### config.mk
export PLATFORM = sky130hd
export DESIGN_NAME = sm3_pad_core_flat
export DESIGN_NICKNAME = d
export VERILOG_FILES = /design/src/rtl/sm3_pkg.sv /design/src/rtl/sm3_pad_core_if.sv /design/src/rtl/sm3_pad_byte_ins.sv /design/src/rtl/sm3_pad_core.sv /design/src/flat_wrapper.sv
export SDC_FILE = /design/constraint.sdc
export NUM_CORES = 1
export LEC_CHECK = 0
export ABC_CLOCK_PERIOD_IN_PS = 5900
export CAP_MARGIN = 10
export CORE_MARGIN = 2
export CORE_UTILIZATION = 35
export CTS_CLUSTER_SIZE = 28
export DETAILED_ROUTE_END_ITERATION = 10
export HOLD_SLACK_MARGIN = 0.15
export PLACE_DENSITY = 0.62
export SETUP_SLACK_MARGIN = 0.3
export SYNTH_ARGS = -nofsm -noshare
export SYNTH_HDL_FRONTEND = slang
export SYNTH_SLANG_ARGS = --single-unit
### constraint.sdc
create_clock -name clk -period 5.9 [get_ports clk]
set_input_delay 0.885 -clock clk [delete_from_list [all_inputs] [get_ports clk]]
set_output_delay 0.885 -clock clk [all_outputs]
set_load 0.1 [all_outputs]
### src/rtl/sm3_pkg.sv
// sm3_pkg: shared types and constants for the SM3 padding stage.
//   pad_st_e       : padding FSM states
//   SM3_BLK_WORDS  : words per 512-bit block
//   SM3_PAD_BYTE   : the single 1-bit marker byte appended after the message
//   SM3_LEN_IDX    : word index where the 64-bit bit-length begins
//   mask_legal()   : true for MSB-contiguous byte masks
package sm3_pkg;
  typedef enum logic [2:0] {DATA, PAD_80, ZERO, LEN_HI, LEN_LO} pad_st_e;

  localparam int         SM3_BLK_WORDS = 16;
  localparam logic [7:0] SM3_PAD_BYTE  = 8'h80;
  localparam logic [3:0] SM3_LEN_IDX   = 4'd14;

  function automatic logic mask_legal(input logic [3:0] m);
    return (m == 4'b1111) || (m == 4'b1110) || (m == 4'b1100) ||
           (m == 4'b1000) || (m == 4'b0000);
  endfunction
endpackage

### src/rtl/sm3_pad_core_if.sv
// sm3_pad_core_if: message-in / padded-word-out stream bundle.
//   msg_inpt_* : raw big-endian words with byte-valid mask and last flag
//   pad_otpt_* : padded 16-word blocks toward the message expander
//   pad_err_o  : sticky mask error (present only with SM3_PAD_ERR_CHK_EN)
// slave = padding core view, master = producer/consumer view.
interface sm3_pad_core_if;
  logic [31:0] msg_inpt_d_i;
  logic [3:0]  msg_inpt_vld_byte_i;
  logic        msg_inpt_vld_i;
  logic        msg_inpt_lst_i;
  logic        msg_inpt_rdy_o;
  logic [31:0] pad_otpt_d_o;
  logic        pad_otpt_vld_o;
  logic        pad_otpt_lst_o;
  logic        pad_otpt_ena_i;
`ifdef SM3_PAD_ERR_CHK_EN
  logic        pad_err_o;
`endif

  modport slave (
    input  msg_inpt_d_i, msg_inpt_vld_byte_i, msg_inpt_vld_i, msg_inpt_lst_i,
    input  pad_otpt_ena_i,
`ifdef SM3_PAD_ERR_CHK_EN
    output pad_err_o,
`endif
    output msg_inpt_rdy_o, pad_otpt_d_o, pad_otpt_vld_o, pad_otpt_lst_o
  );

  modport master (
    output msg_inpt_d_i, msg_inpt_vld_byte_i, msg_inpt_vld_i, msg_inpt_lst_i,
    output pad_otpt_ena_i,
`ifdef SM3_PAD_ERR_CHK_EN
    input  pad_err_o,
`endif
    input  msg_inpt_rdy_o, pad_otpt_d_o, pad_otpt_vld_o, pad_otpt_lst_o
  );
endinterface

### src/rtl/sm3_pad_byte_ins.sv
// sm3_pad_byte_ins: combinational marker insertion for a final beat.
//   d    in  32 : message word, byte 0 in [31:24]
//   mask in  4  : byte-valid mask, bit 3 = byte 0
//   word out 32 : leading valid bytes kept, 0x80 at first invalid byte, rest 0
//   cnt  out 3  : number of valid bytes (popcount of mask)
// A full mask yields the word unchanged; the caller decides what to emit.
module sm3_pad_byte_ins
  import sm3_pkg::*;
(
  input  logic [31:0] d,
  input  logic [3:0]  mask,
  output logic [31:0] word,
  output logic [2:0]  cnt
);
  always_comb begin
    logic hit;
    word = '0;
    cnt  = '0;
    hit  = 1'b0;
    for (int i = 0; i < 4; i++) begin
      cnt = cnt + {2'b00, mask[3-i]};
      // Only the MSB-contiguous prefix survives; bytes past the marker are zeroed.
      if (!hit && mask[3-i]) begin
        word[31-8*i -: 8] = d[31-8*i -: 8];
      end else if (!hit) begin
        word[31-8*i -: 8] = SM3_PAD_BYTE;
        hit = 1'b1;
      end
    end
  end
endmodule

### src/rtl/sm3_pad_core.sv
// sm3_pad_core: SM3 message padding. Forwards message words, appends the
// 0x80 marker, zero fill and 64-bit bit length, emitting whole 16-word blocks.
//   clk, rst : clock, asynchronous active-high reset
//   bus      : sm3_pad_core_if.slave (message in, padded words out)
//   LEN_W    : bit-length counter width (64 for SM3)
// Optional: SM3_PAD_ERR_CHK_EN adds the sticky pad_err_o mask checker.
module sm3_pad_core
  import sm3_pkg::*;
#(
  parameter int LEN_W = 64
) (
  input  logic          clk,
  input  logic          rst,
  sm3_pad_core_if.slave bus
);
  localparam int IDX_W = $clog2(SM3_BLK_WORDS);

  pad_st_e          st_q, st_d;
  logic [IDX_W-1:0] idx_q, nidx;
  logic [LEN_W-1:0] len_q, len_d;
  logic [31:0]      d_q, d_d;
  logic             vld_q, vld_d, lst_q, lst_d;
  logic             xfer, adv, rdy, acc, full;
  logic [31:0]      ins_w;
  logic [2:0]       ins_n;
  logic [63:0]      len64;

  sm3_pad_byte_ins u_ins (
    .d    (bus.msg_inpt_d_i),
    .mask (bus.msg_inpt_vld_byte_i),
    .word (ins_w),
    .cnt  (ins_n)
  );

  assign xfer  = vld_q & bus.pad_otpt_ena_i;
  assign adv   = !vld_q | bus.pad_otpt_ena_i;  // output register may load
  assign rdy   = (st_q == DATA) && adv && !rst;
  assign acc   = bus.msg_inpt_vld_i && rdy;
  assign full  = (ins_n == 3'd4);
  // Index of the word loaded this cycle: the held word leaves if it transfers.
  assign nidx  = idx_q + {{(IDX_W-1){1'b0}}, xfer};
  assign len64 = 64'(len_q);

  assign bus.msg_inpt_rdy_o = rdy;
  assign bus.pad_otpt_d_o   = d_q;
  assign bus.pad_otpt_vld_o = vld_q;
  assign bus.pad_otpt_lst_o = lst_q;

  // After loading a padding word at index i: if the next slot is the length
  // slot, go straight to LEN_HI, otherwise keep zero-filling.
  function automatic pad_st_e after_pad(input logic [IDX_W-1:0] i);
    return (i == SM3_LEN_IDX - 4'd1) ? LEN_HI : ZERO;
  endfunction

  always_comb begin
    st_d  = st_q;
    d_d   = d_q;
    vld_d = vld_q;
    lst_d = lst_q;
    // Length restarts when the final length word leaves, even if a new
    // message's first beat is accepted in the same cycle.
    len_d = (xfer && lst_q) ? '0 : len_q;
    if (adv) begin
      vld_d = 1'b0;
      lst_d = 1'b0;
      unique case (st_q)
        DATA: if (acc) begin
          vld_d = 1'b1;
          len_d = len_d + (LEN_W'(ins_n) << 3);
          d_d   = (!bus.msg_inpt_lst_i || full) ? bus.msg_inpt_d_i : ins_w;
          if (bus.msg_inpt_lst_i) st_d = full ? PAD_80 : after_pad(nidx);
        end
        PAD_80: begin
          vld_d = 1'b1;
          d_d   = {SM3_PAD_BYTE, 24'h0};
          st_d  = after_pad(nidx);
        end
        ZERO: begin
          vld_d = 1'b1;
          d_d   = '0;
          st_d  = after_pad(nidx);
        end
        LEN_HI: begin
          vld_d = 1'b1;
          d_d   = len64[63:32];
          st_d  = LEN_LO;
        end
        LEN_LO: begin
          vld_d = 1'b1;
          lst_d = 1'b1;
          d_d   = len64[31:0];
          st_d  = DATA;
        end
        default: st_d = DATA;
      endcase
    end
  end

  always_ff @(posedge clk or posedge rst) begin
    if (rst) begin
      st_q  <= DATA;
      idx_q <= '0;
      len_q <= '0;
      d_q   <= '0;
      vld_q <= 1'b0;
      lst_q <= 1'b0;
    end else begin
      st_q  <= st_d;
      len_q <= len_d;
      d_q   <= d_d;
      vld_q <= vld_d;
      lst_q <= lst_d;
      if (xfer) idx_q <= lst_q ? '0 : idx_q + 1'b1;
    end
  end

`ifdef SM3_PAD_ERR_CHK_EN
  logic err_q;
  always_ff @(posedge clk or posedge rst) begin
    if (rst) err_q <= 1'b0;
    else if (acc && (!mask_legal(bus.msg_inpt_vld_byte_i) ||
                     (bus.msg_inpt_vld_byte_i == 4'b0000 && !bus.msg_inpt_lst_i)))
      err_q <= 1'b1;
  end
  assign bus.pad_err_o = err_q;
`endif
endmodule

### src/flat_wrapper.sv
// flat-port wrapper written by rule: the top's interface ports become plain ports
module sm3_pad_core_flat import sm3_pkg::*;
#(
  parameter int LEN_W = 64
)
  (clk, rst, bus_msg_inpt_d_i, bus_msg_inpt_vld_byte_i, bus_msg_inpt_vld_i, bus_msg_inpt_lst_i, bus_pad_otpt_ena_i, bus_msg_inpt_rdy_o, bus_pad_otpt_d_o, bus_pad_otpt_vld_o, bus_pad_otpt_lst_o);
  sm3_pad_core_if bus_i ();
  input  logic clk;
  input  logic rst;
  input wire logic [$bits(bus_i.msg_inpt_d_i)-1:0] bus_msg_inpt_d_i;
  input wire logic [$bits(bus_i.msg_inpt_vld_byte_i)-1:0] bus_msg_inpt_vld_byte_i;
  input wire logic [$bits(bus_i.msg_inpt_vld_i)-1:0] bus_msg_inpt_vld_i;
  input wire logic [$bits(bus_i.msg_inpt_lst_i)-1:0] bus_msg_inpt_lst_i;
  input wire logic [$bits(bus_i.pad_otpt_ena_i)-1:0] bus_pad_otpt_ena_i;
  output wire logic [$bits(bus_i.msg_inpt_rdy_o)-1:0] bus_msg_inpt_rdy_o;
  output wire logic [$bits(bus_i.pad_otpt_d_o)-1:0] bus_pad_otpt_d_o;
  output wire logic [$bits(bus_i.pad_otpt_vld_o)-1:0] bus_pad_otpt_vld_o;
  output wire logic [$bits(bus_i.pad_otpt_lst_o)-1:0] bus_pad_otpt_lst_o;
  assign bus_i.msg_inpt_d_i = bus_msg_inpt_d_i;
  assign bus_i.msg_inpt_vld_byte_i = bus_msg_inpt_vld_byte_i;
  assign bus_i.msg_inpt_vld_i = bus_msg_inpt_vld_i;
  assign bus_i.msg_inpt_lst_i = bus_msg_inpt_lst_i;
  assign bus_i.pad_otpt_ena_i = bus_pad_otpt_ena_i;
  assign bus_msg_inpt_rdy_o = bus_i.msg_inpt_rdy_o;
  assign bus_pad_otpt_d_o = bus_i.pad_otpt_d_o;
  assign bus_pad_otpt_vld_o = bus_i.pad_otpt_vld_o;
  assign bus_pad_otpt_lst_o = bus_i.pad_otpt_lst_o;
  sm3_pad_core #(.LEN_W(LEN_W)) u_core (.clk(clk), .rst(rst), .bus(bus_i));
endmodule
==> impl_metrics.ini, run 1 <==
[die]
start_util = 0.3535
row_count = 47
die_y_um = 132.7
core_mm2 = 0.01641
die_w_um = 132.7
die-area_mm2 = 0.01761
io_pins = 76

[synth]
synth_edf_count = 0
yosys.cell_count.top_type = dfrtp_1
ys.flop_type = dfrtp_1
synth_area_leader_cell = dfrtp_1
synthesis.instances = 642
syn_nets = 693
synth-seq-cells = 102
seq_area_frac_synth = 0.4401
async_flop_share = 1.000
synth_area_leaders = dfrtp_1, nand2_1, a222oi_1
ys_types = 52
synthesis.area_mm2 = 0.005799
synth_commonest_cells = dfrtp_1, nand2_1, o21ai_0, clkbuf_1, a21oi_1
avgSynthCellArea_um2 = 9.033
yosysTopAreaCellShare = 0.4401
synth-warning-count = 0

[power]
power_frac_seq = 0.341
swShare = 0.4377
p_int_mw = 1.451
p_clk_frac = 0.261
power.density_mw_per_mm2 = 363.6
p_switching_mw = 1.130
p_comb_frac = 0.397
p_leak_nw = 2.800
irDropWorstVdd_v = 0.0002148

[sta]
hold_violations = 0
skew_ns = 0.008898
setup_tns_ns = 0
post-route-period-util = 0.7927
setup_viol_count_final = 0
rsz0062_at_grt = no
post-route-min-period_ns = 4.677
slew_headroom = 0.2033
tightest_slew_ns = 1.195
fin_ws_ns = 1.223
fmax_mhz = 213.8
drv_slew = 0

[critical_path]
rrSetupSlack_ns = 2.08
cp_max_fo = 26
end_kind = register
crit_start = bus_msg_inpt_vld_byte_i[3]
r2r-start = u_core.bus.pad_otpt_lst_o
r2r-end = u_core.len64[35]
cp.required_ns = 6.19
critPathKind = input pin to register
crit_arrival_ns = 4.96
crit_end = u_core.len64[35]
r2r_cells = 11
worst_setup_path_start_kind = input pin

[clock_network]
clockBufferDepth = 2
clk_latency_ns = 0.36
cts-root-buf = clkbuf_16
clk_pin_slew_worst_paths_ns = 0.07
htree_num_levels = 3
holdBufCountCts = 0
cts.sinks = 102
cts_resized = 0
cts_tree = yes
post_cts_buffers = 0
cts_inserted_buffers = 9

[route]
viasPerCell = 5.831
routedWlPerCell_um = 19.45
drt-total-wl_um = 17980
postRouteAntennaNets = 0
drtIter0Drc = 559
via_count = 5388
post-route-drc-count = 0
dr.pass1.iters = 8

[global_routing]
grt_max_degree = 81
grt.overflow.total = 0
antenna_found_initial = 0
grt_pass1_wl_um = 29050
grt_usage = 0.2111
grt_pass1_vias = 5322

[layout]
final_layout_size_suffix_gt1_frac = 0.05114
fin_nets = 750
syn2layout_area_growth_pct = 22.39
fin_area_mm2 = 0.007098
final_util = 0.4326
antenna_cells = 0

[place]
port-buffer-count = 75
dp_hpwl_um = 12730
pre_cts_ws_ns = 0.9048
gp_congestion = 0.9173
dpl-instance-area_mm2 = 0.006763

[min_path]
hold_class = register to register

[run]
max-cap-violations = 0

[run_status]
status = complete, no violations
[cells in the final DEF, fill, tap and decap left out, types with 8 or more instances in the layout]
cell type	count
nand4_1	23
nor2_1	20
nor3_1	12
xnor2_1	17
buf_4	9
nor4_1	17
a21oi_1	32
nand3_1	28
ha_1	8
mux2i_1	8
and3_1	14
o31ai_1	21
o21ai_0	41
clkdlybuf4s50_1	75
inv_1	17
a222oi_1	28
or4_1	27
clkbuf_16	9
dfrtp_1	102
nand2_1	96
nand2b_1	11
[stage by stage]
step / cells / hold WS [ns] / total power [mW]
2_1_floorplan: 642 / 0.4770 / 1.624
3_3_place_gp: 908 / 0.4608 / 1.899
3_5_place_dp: 908 / 0.4694 / 1.921
4_1_cts: 924 / 0.4842 / 2.590
5_1_grt: 924 / 0.5060 / 2.701
6_report: 924 / 0.4760 / 2.581
[layer usage]
layer	GRT usage	part of all wire	vias up
met5	0	0	-
met1	0.2793	0.44	2619
met4	0.09618	0.028	0
li1	-	-	2551
met3	0.04253	0.065	36
met2	0.3345	0.47	182
[cell type report]
type / instances / area [um2]
Timing Repair Buffer: 84 / 818.3
Tap cell: 220 / 275.3
Sequential cell: 102 / 2552
Clock inverter: 3 / 65.06
Inverter: 18 / 70.07
Fill cell: 1529 / 9309
Clock buffer: 13 / 270.3
Multi-Input combinational cell: 484 / 3047
[flip-flops by register name (all words and copies together) (netlist names)]
signal                     count
u_core.st_q                    3
u_core.bus.pad_otpt_vld_o      1
u_core.len64                  61
u_core.bus.pad_otpt_d_o       32
u_core.bus.pad_otpt_lst_o      1
u_core.idx_q                   4
[how the worst min path moves through the flow]
stage	from	depth (start not counted)	end
4_1_cts	u_core.bus.pad_otpt_d_o[28]	2	u_core.bus.pad_otpt_d_o[28]
5_1_grt	u_core.bus.pad_otpt_d_o[1]	2	u_core.bus.pad_otpt_d_o[1]
3_3_place_gp	u_core.bus.pad_otpt_d_o[4]	2	u_core.bus.pad_otpt_d_o[4]
3_5_place_dp	u_core.bus.pad_otpt_d_o[28]	2	u_core.bus.pad_otpt_d_o[28]
6_report	u_core.bus.pad_otpt_d_o[0]	2	u_core.bus.pad_otpt_d_o[0]
2_1_floorplan	u_core.idx_q[3]	1	u_core.idx_q[3]
[critical path, stage by stage]
cell             delay [ns]
clkdlybuf4s50_1        0.55
fa_1                   0.45
ha_1                   0.22
ha_1                   0.33
inv_1                  0.07
fa_1                   0.46
nor2b_1                0.17
o22ai_1                0.16
or4_1                  0.83
or4_1                  0.64
a21oi_1                0.18
[power by group through the flow]
stage / clock [mW] / sequential (mW) / combinational (mW)
floorplan: 0 / 1.30 / 0.325
global placement: 0 / 0.889 / 1.01
detailed placement: 0 / 0.895 / 1.03
CTS: 0.679 / 0.881 / 1.03
global route: 0.708 / 0.898 / 1.10
finish: 0.675 / 0.881 / 1.03
[cell families (layout without fill, tap and decap cells)]
kind of cell               Yosys count  after routing  synth area share
and+or+nand+nor                    288            288            0.2664
AOI/OAI and AO/OA                  156            156            0.1845
buffers and inverters               56            118           0.03775
xor gates and xnor gates            22             22           0.03322
DFF                                102            102            0.4401
adders and majority gates           10             10           0.02416
muxes                                8              8           0.01381
No activity file was read; power rests on OpenSTA's default activity.
==> run 2, diff against run 1 <==
--- a/config.mk
+++ b/config.mk
@@ -5,14 +5,14 @@
 export SDC_FILE = /design/constraint.sdc
 export NUM_CORES = 1
 export LEC_CHECK = 0
-export ABC_CLOCK_PERIOD_IN_PS = 5900
+export ABC_CLOCK_PERIOD_IN_PS = 3800
 export CAP_MARGIN = 10
 export CORE_MARGIN = 2
 export CORE_UTILIZATION = 35
 export CTS_CLUSTER_SIZE = 28
 export DETAILED_ROUTE_END_ITERATION = 10
 export HOLD_SLACK_MARGIN = 0.15
-export PLACE_DENSITY = 0.62
+export PLACE_DENSITY = 0.64
 export SETUP_SLACK_MARGIN = 0.3
 export SYNTH_ARGS = -nofsm -noshare
 export SYNTH_HDL_FRONTEND = slang
==> constraint.sdc (replaced) <==
create_clock -name clk -period 3.8 [get_ports clk]
set_input_delay 0.57 -clock clk [delete_from_list [all_inputs] [get_ports clk]]
set_output_delay 0.57 -clock clk [all_outputs]
set_load 0.1 [all_outputs]
==> impl_metrics.ini, run 2 (synthesis results as in run 1) <==
[clock_network]
cts.sinks = 102
cts_inserted_buffers = 9
clk_latency_ns = 0.35
clk_pin_slew_worst_paths_ns = 0.07
cts-root-buf = clkbuf_16
htree_num_levels = 3
cts_tree = yes
holdBufCountCts = 0
clockBufferDepth = 2

[sta]
setup_tns_ns = 0
whs_ns = 0.4774
hold_violations = 0
drv_slew = 0
tightest_slew_ns = 0.9833
fmax_mhz = 292.9
slew_headroom = 0.3424
rsz0062_at_grt = no
skew_ns = 0.006478
post-route-min-period_ns = 3.414
fin_ws_ns = 0.3860
post-route-period-util = 0.8984
setup_viol_count_final = 0

[power]
p_clk_frac = 0.238
power_frac_seq = 0.342
p_leak_nw = 2.948
irDropWorstVdd_v = 0.0003422
swShare = 0.4486
p_comb_frac = 0.420
power.density_mw_per_mm2 = 541.3
p_switching_mw = 1.797
p_int_mw = 2.209

[route]
via_count = 5697
wl_met3_um = 1335
routed.top_layer = met4
dr.pass1.iters = 8
routedWlPerCell_um = 19.27
drt-total-wl_um = 18330
post-route-drc-count = 0
viasPerCell = 5.991
wl_met1_um = 7751
wl_met2_um = 8731
drtIter0Drc = 861
postRouteAntennaNets = 0

[layout]
fin_nets = 777
multi_input_area_mm2 = 0.003117
largest_reg_flops = 61
final_cell_mix = dfrtp_1, nand2_1, clkdlybuf4s50_1
fill_cells = 1532
regArea_mm2 = 0.002555
final_layout_size_suffix_gt1_frac = 0.1149
antenna_cells = 0
syn2layout_area_growth_pct = 27.59
final_common_cell = dfrtp_1

[place]
port-buffer-count = 75
dp_hpwl_um = 13090
gp_congestion = 0.9640
pre_cts_ws_ns = -0.2882

[die]
die_y_um = 132.7
die_w_um = 132.7
io_pins = 76
row_count = 47
core_mm2 = 0.01641
die-area_mm2 = 0.01761
start_util = 0.3535

[critical_path]
worst_setup_path_start_kind = input pin
cp.required_ns = 4.07
cp_max_fo = 7
critPathKind = input pin to register
crit_arrival_ns = 3.68
end_kind = register

[run_status]
status = complete, no violations

[global_routing]
grt_usage = 0.2121
grt_max_degree = 65
antenna_found_initial = 0
grt_pass1_vias = 5311
grt.overflow.total = 0
grt_pass1_wl_um = 29690

[min_path]
hold_class = register to register

[run]
max-cap-violations = 0
-- run 2: power by group through the flow --
stage / Clock (mW) / Sequential, mW / Combinational (mW)
floorplan: 0 / 2.02 / 0.515
global placement: 0 / 1.38 / 1.63
detailed placement: 0 / 1.39 / 1.65
CTS: 0.965 / 1.37 / 1.68
global route: 1.01 / 1.39 / 1.78
finish: 0.955 / 1.37 / 1.68
-- run 2: timing repair --
item                                    CTS  global route
pin swaps                                15             1
endpoints found under the setup margin   23             9
resized for setup                        26             0
hold endpoints to repair                  0             0
cloned                                    2             0
buffers inserted                          1             0
-- run 2: worst max-delay path: stages --
cell and delay (ns):
buf_2 0.12, fa_1 0.52, ha_4 0.30, ha_4 0.13, inv_2 0.04, fa_2 0.41, nor2b_2 0.16, o22ai_2 0.10
or4_4 0.52, buf_12 0.18, or4_1 0.49, a21oi_1 0.15
-- run 2: worst paths after layout --
kind / from / endpoint / slack [ns] / depth (start not counted)
worst max register to register: u_core.bus.pad_otpt_lst_o / u_core.len64[45] / 0.68 / 11
worst min-delay path: u_core.bus.pad_otpt_d_o[1] / u_core.bus.pad_otpt_d_o[1] / 0.48 / 2
worst min register to register: u_core.bus.pad_otpt_d_o[1] / u_core.bus.pad_otpt_d_o[1] / 0.48 / 2
worst max-delay path: bus_msg_inpt_vld_byte_i[0] / u_core.len64[45] / 0.39 / 12
min in group asynchronous: rst / u_core.len64[10] / 0.79 / 3
max in group asynchronous: rst / u_core.len64[44] / 1.89 / 4
-- run 2: stage by stage --
| step | instance area (um2) | power [mW] | cells | util |
|---|---|---|---|---|
| floorplan | 5841 | 2.534 | 642 | - |
| global placement | 6983 | 3.004 | 932 | 0.4256 |
| detailed placement | 6983 | 3.041 | 932 | 0.4256 |
| CTS | 7400 | 4.012 | 951 | 0.4510 |
| global route | 7400 | 4.176 | 951 | 0.4510 |
| finish | 7400 | 4.005 | 951 | 0.4510 |
-- run 2: layout make-up --
cell class              count  area share
flip-flops and latches    102      0.3453
well taps                 220     0.03720
clock buffers               9     0.03044
repair buffers            111      0.1451
clock inverters             7     0.01116
inverters                  18    0.009638
multi-input cells         484      0.4212
-- run 2: metal layers --
layer,up-vias,GRT usage
met5,-,0
li1,2605,-
met3,30,0.02567
met1,2798,0.2956
met2,264,0.3374
met4,0,0.08303
==> run 3, diff against run 2 <==
--- a/config.mk
+++ b/config.mk
@@ -5,15 +5,17 @@
 export SDC_FILE = /design/constraint.sdc
 export NUM_CORES = 1
 export LEC_CHECK = 0
-export ABC_CLOCK_PERIOD_IN_PS = 3800
+export ABC_CLOCK_PERIOD_IN_PS = 4000
 export CAP_MARGIN = 10
 export CORE_MARGIN = 2
 export CORE_UTILIZATION = 35
 export CTS_CLUSTER_SIZE = 28
 export DETAILED_ROUTE_END_ITERATION = 10
 export HOLD_SLACK_MARGIN = 0.15
-export PLACE_DENSITY = 0.64
+export MAX_ROUTING_LAYER = met4
+export PLACE_DENSITY = 0.61
 export SETUP_SLACK_MARGIN = 0.3
 export SYNTH_ARGS = -nofsm -noshare
 export SYNTH_HDL_FRONTEND = slang
+export SYNTH_HIERARCHICAL = 1
 export SYNTH_SLANG_ARGS = --single-unit
==> constraint.sdc (replaced) <==
create_clock -name clk -period 4 [get_ports clk]
set_input_delay 0.6 -clock clk [delete_from_list [all_inputs] [get_ports clk]]
set_output_delay 0.6 -clock clk [all_outputs]
set_load 0.1 [all_outputs]
==> impl_metrics.ini, run 3 <==
[critical_path]
cpMostUsedCell = a21oi_2
cp_max_fo = 7
end_kind = register
critPathKind = input pin to register
crit_chain = dlymetal6s2s_1 -> inv_2 -> fa_1 -> inv_1 -> ha_2 -> ha_4 -> ha_1 -> a21o_1 -> a21oi_2 -> or4_4 -> clkbuf_16 -> or4_1 -> a21oi_2
cp.required_ns = 4.28
critPathMaxStageDelay_ns = 0.58
worst_setup_path_start_kind = input pin
slowest_stage = or4_4
crit_arrival_ns = 3.69

[clock_network]
clk_latency_ns = 0.36
cts_inserted_buffers = 9
htree_num_levels = 3
holdBufCountCts = 0
clk_pin_slew_worst_paths_ns = 0.07
cts.sinks = 102
cts-root-buf = clkbuf_16
cts_tree = yes
clockBufferDepth = 2

[synth]
seq_area_frac_synth = 0.3641
avgSynthCellArea_um2 = 7.833
synthesis.area_mm2 = 0.007010
synth_commonest_cells = dfrtp_1, a21oi_1, o21ai_0, nor2_1, nand3_1
ys_types = 60
async_flop_share = 1.000
synth_edf_count = 0
synth_area_leader_cell = dfrtp_1
synthesis.instances = 895
synth-seq-cells = 102
yosysTopAreaCellShare = 0.3641
ys.flop_type = dfrtp_1
syn_nets = 946
synth-warning-count = 6
synth_area_leaders = dfrtp_1, a21oi_1, o21ai_0
yosys.cell_count.top_type = dfrtp_1

[layout]
final_cell_mix = dfrtp_1, a21oi_1, o21ai_0
fin_area_mm2 = 0.008727
final_layout_size_suffix_gt1_frac = 0.1151
final_common_cell = dfrtp_1
multi_input_area_mm2 = 0.004199
largest_reg_flops = 61
fin_cells = 1238
fill_cells = 1955
antenna_cells = 0
fin_nets = 1020
syn2layout_area_growth_pct = 24.49
final_util = 0.4455
regArea_mm2 = 0.002555

[die]
row_count = 51
die-area_mm2 = 0.02118
die_y_um = 145.5
die_w_um = 145.5
io_pins = 76
core_mm2 = 0.01959
start_util = 0.3579

[sta]
post-route-period-util = 0.8529
hold_violations = 0
fin_ws_ns = 0.5885
tightest_slew_ns = 1.029
slew_headroom = 0.3138
rsz0062_at_grt = no
skew_ns = 0.01030
fmax_mhz = 293.1
drv_slew = 0
setup_viol_count_final = 0
post-route-min-period_ns = 3.411
whs_ns = 0.5297

[route]
post-route-drc-count = 0
dr.pass1.iters = 5
routedWlPerCell_um = 18.87
postRouteAntennaNets = 0
via_count = 7208
drtIter0Drc = 653
viasPerCell = 5.822
drt-total-wl_um = 23360

[global_routing]
grt_pass1_wl_um = 37290
grt.overflow.total = 0
grt_pass1_vias = 6746
antenna_found_initial = 0
grt_max_degree = 80
grt_usage = 0.2256

[place]
dp.cells = 1219
port-buffer-count = 75
dp_hpwl_um = 16310
gp_congestion = 0.8620
dpl-instance-area_mm2 = 0.008245
pre_cts_ws_ns = -0.2241

[power]
swShare = 0.4956
power_frac_seq = 0.287
p_leak_nw = 3.344
p_int_mw = 2.491
irDropWorstVdd_v = 0.0003261
power.density_mw_per_mm2 = 566.0
p_switching_mw = 2.448
p_clk_frac = 0.200
p_comb_frac = 0.513

[run_status]
status = complete, no violations

[run]
max-cap-violations = 0

[min_path]
hold_class = register to register
-- run 3: timing repair --
action                                  in CTS  in global routing
gates resized for setup                      9                 19
gates cloned                                 1                  2
pin swaps                                    3                  5
setup buffers                                1                  0
endpoints found under the setup margin      33                 39
-- run 3: layout make-up --
cell class                      instances  share of cell area
Multi-Input combinational cell        704              0.4811
Sequential cell                       102              0.2928
Timing Repair Buffer                  131              0.1418
Tap cell                              265             0.03799
Clock buffer                           11             0.02896
Inverter                               21            0.009319
Clock inverter                          4            0.008029
-- run 3: logic make-up (layout without fill, tap and decap cells) --
kind of cell | count (synthesis) | in the layout | share of synthesized area
adders and majority gates | 10 | 10 | 0.01999
buffers and inverters | 89 | 167 | 0.05015
muxes | 4 | 4 | 0.005890
xor gates and xnor gates | 28 | 28 | 0.03498
DFF | 102 | 102 | 0.3641
AOI/OAI and AO/OA | 280 | 280 | 0.2285
and+or+nand+nor | 382 | 382 | 0.2964
-- run 3: metal layers --
| metal | global-route usage | wire length [um] | share of wire |
|---|---|---|---|
| met5 | - | 0 | 0 |
| met4 | 0.08235 | 531 | 0.023 |
| met3 | 0.04138 | 1516 | 0.065 |
| met2 | 0.3377 | 10550 | 0.45 |
| met1 | 0.3057 | 10760 | 0.46 |
-- run 3: path summary, 6_finish.rpt --
| kind | from | to | slack [ns] | depth (start not counted) |
|---|---|---|---|---|
| worst max-delay path | bus_msg_inpt_vld_byte_i[0] | u_core/len64[36] | 0.59 | 13 |
| worst min-delay path | u_core/idx_q[3] | u_core/idx_q[3] | 0.53 | 1 |
| worst max register to register | u_core/bus.pad_otpt_lst_o | u_core/len64[36] | 1.06 | 10 |
| worst min register to register | u_core/idx_q[3] | u_core/idx_q[3] | 0.53 | 1 |
| max in group asynchronous | rst | u_core/len64[26] | 2.27 | 3 |
| min in group asynchronous | rst | u_core/bus.pad_otpt_d_o[19] | 0.91 | 2 |
-- run 3: worst max-delay path, delay by kind of cell --
kind	cells	cell delay, ns
buf+inv	4	0.42
compound gates	3	0.33
fa+ha+maj	4	1.24
simple gates	2	1.11
-- run 3: stage by stage --
stage | power (mW) | setup TNS, ns
2_1_floorplan | 3.268 | 0
3_5_place_dp | 3.957 | -5.392
4_1_cts | 4.958 | 0
6_report | 4.939 | 0
5_1_grt | 5.167 | 0
3_3_place_gp | 3.939 | -3.877
-- run 3: power by group through the flow --
stage	sequential [mW]	combinational, mW	clock, mW
floorplan	2.52	0.748	0
global placement	1.43	2.51	0
detailed placement	1.44	2.52	0
CTS	1.41	2.53	1.01
global route	1.44	2.67	1.05
finish	1.42	2.53	0.990
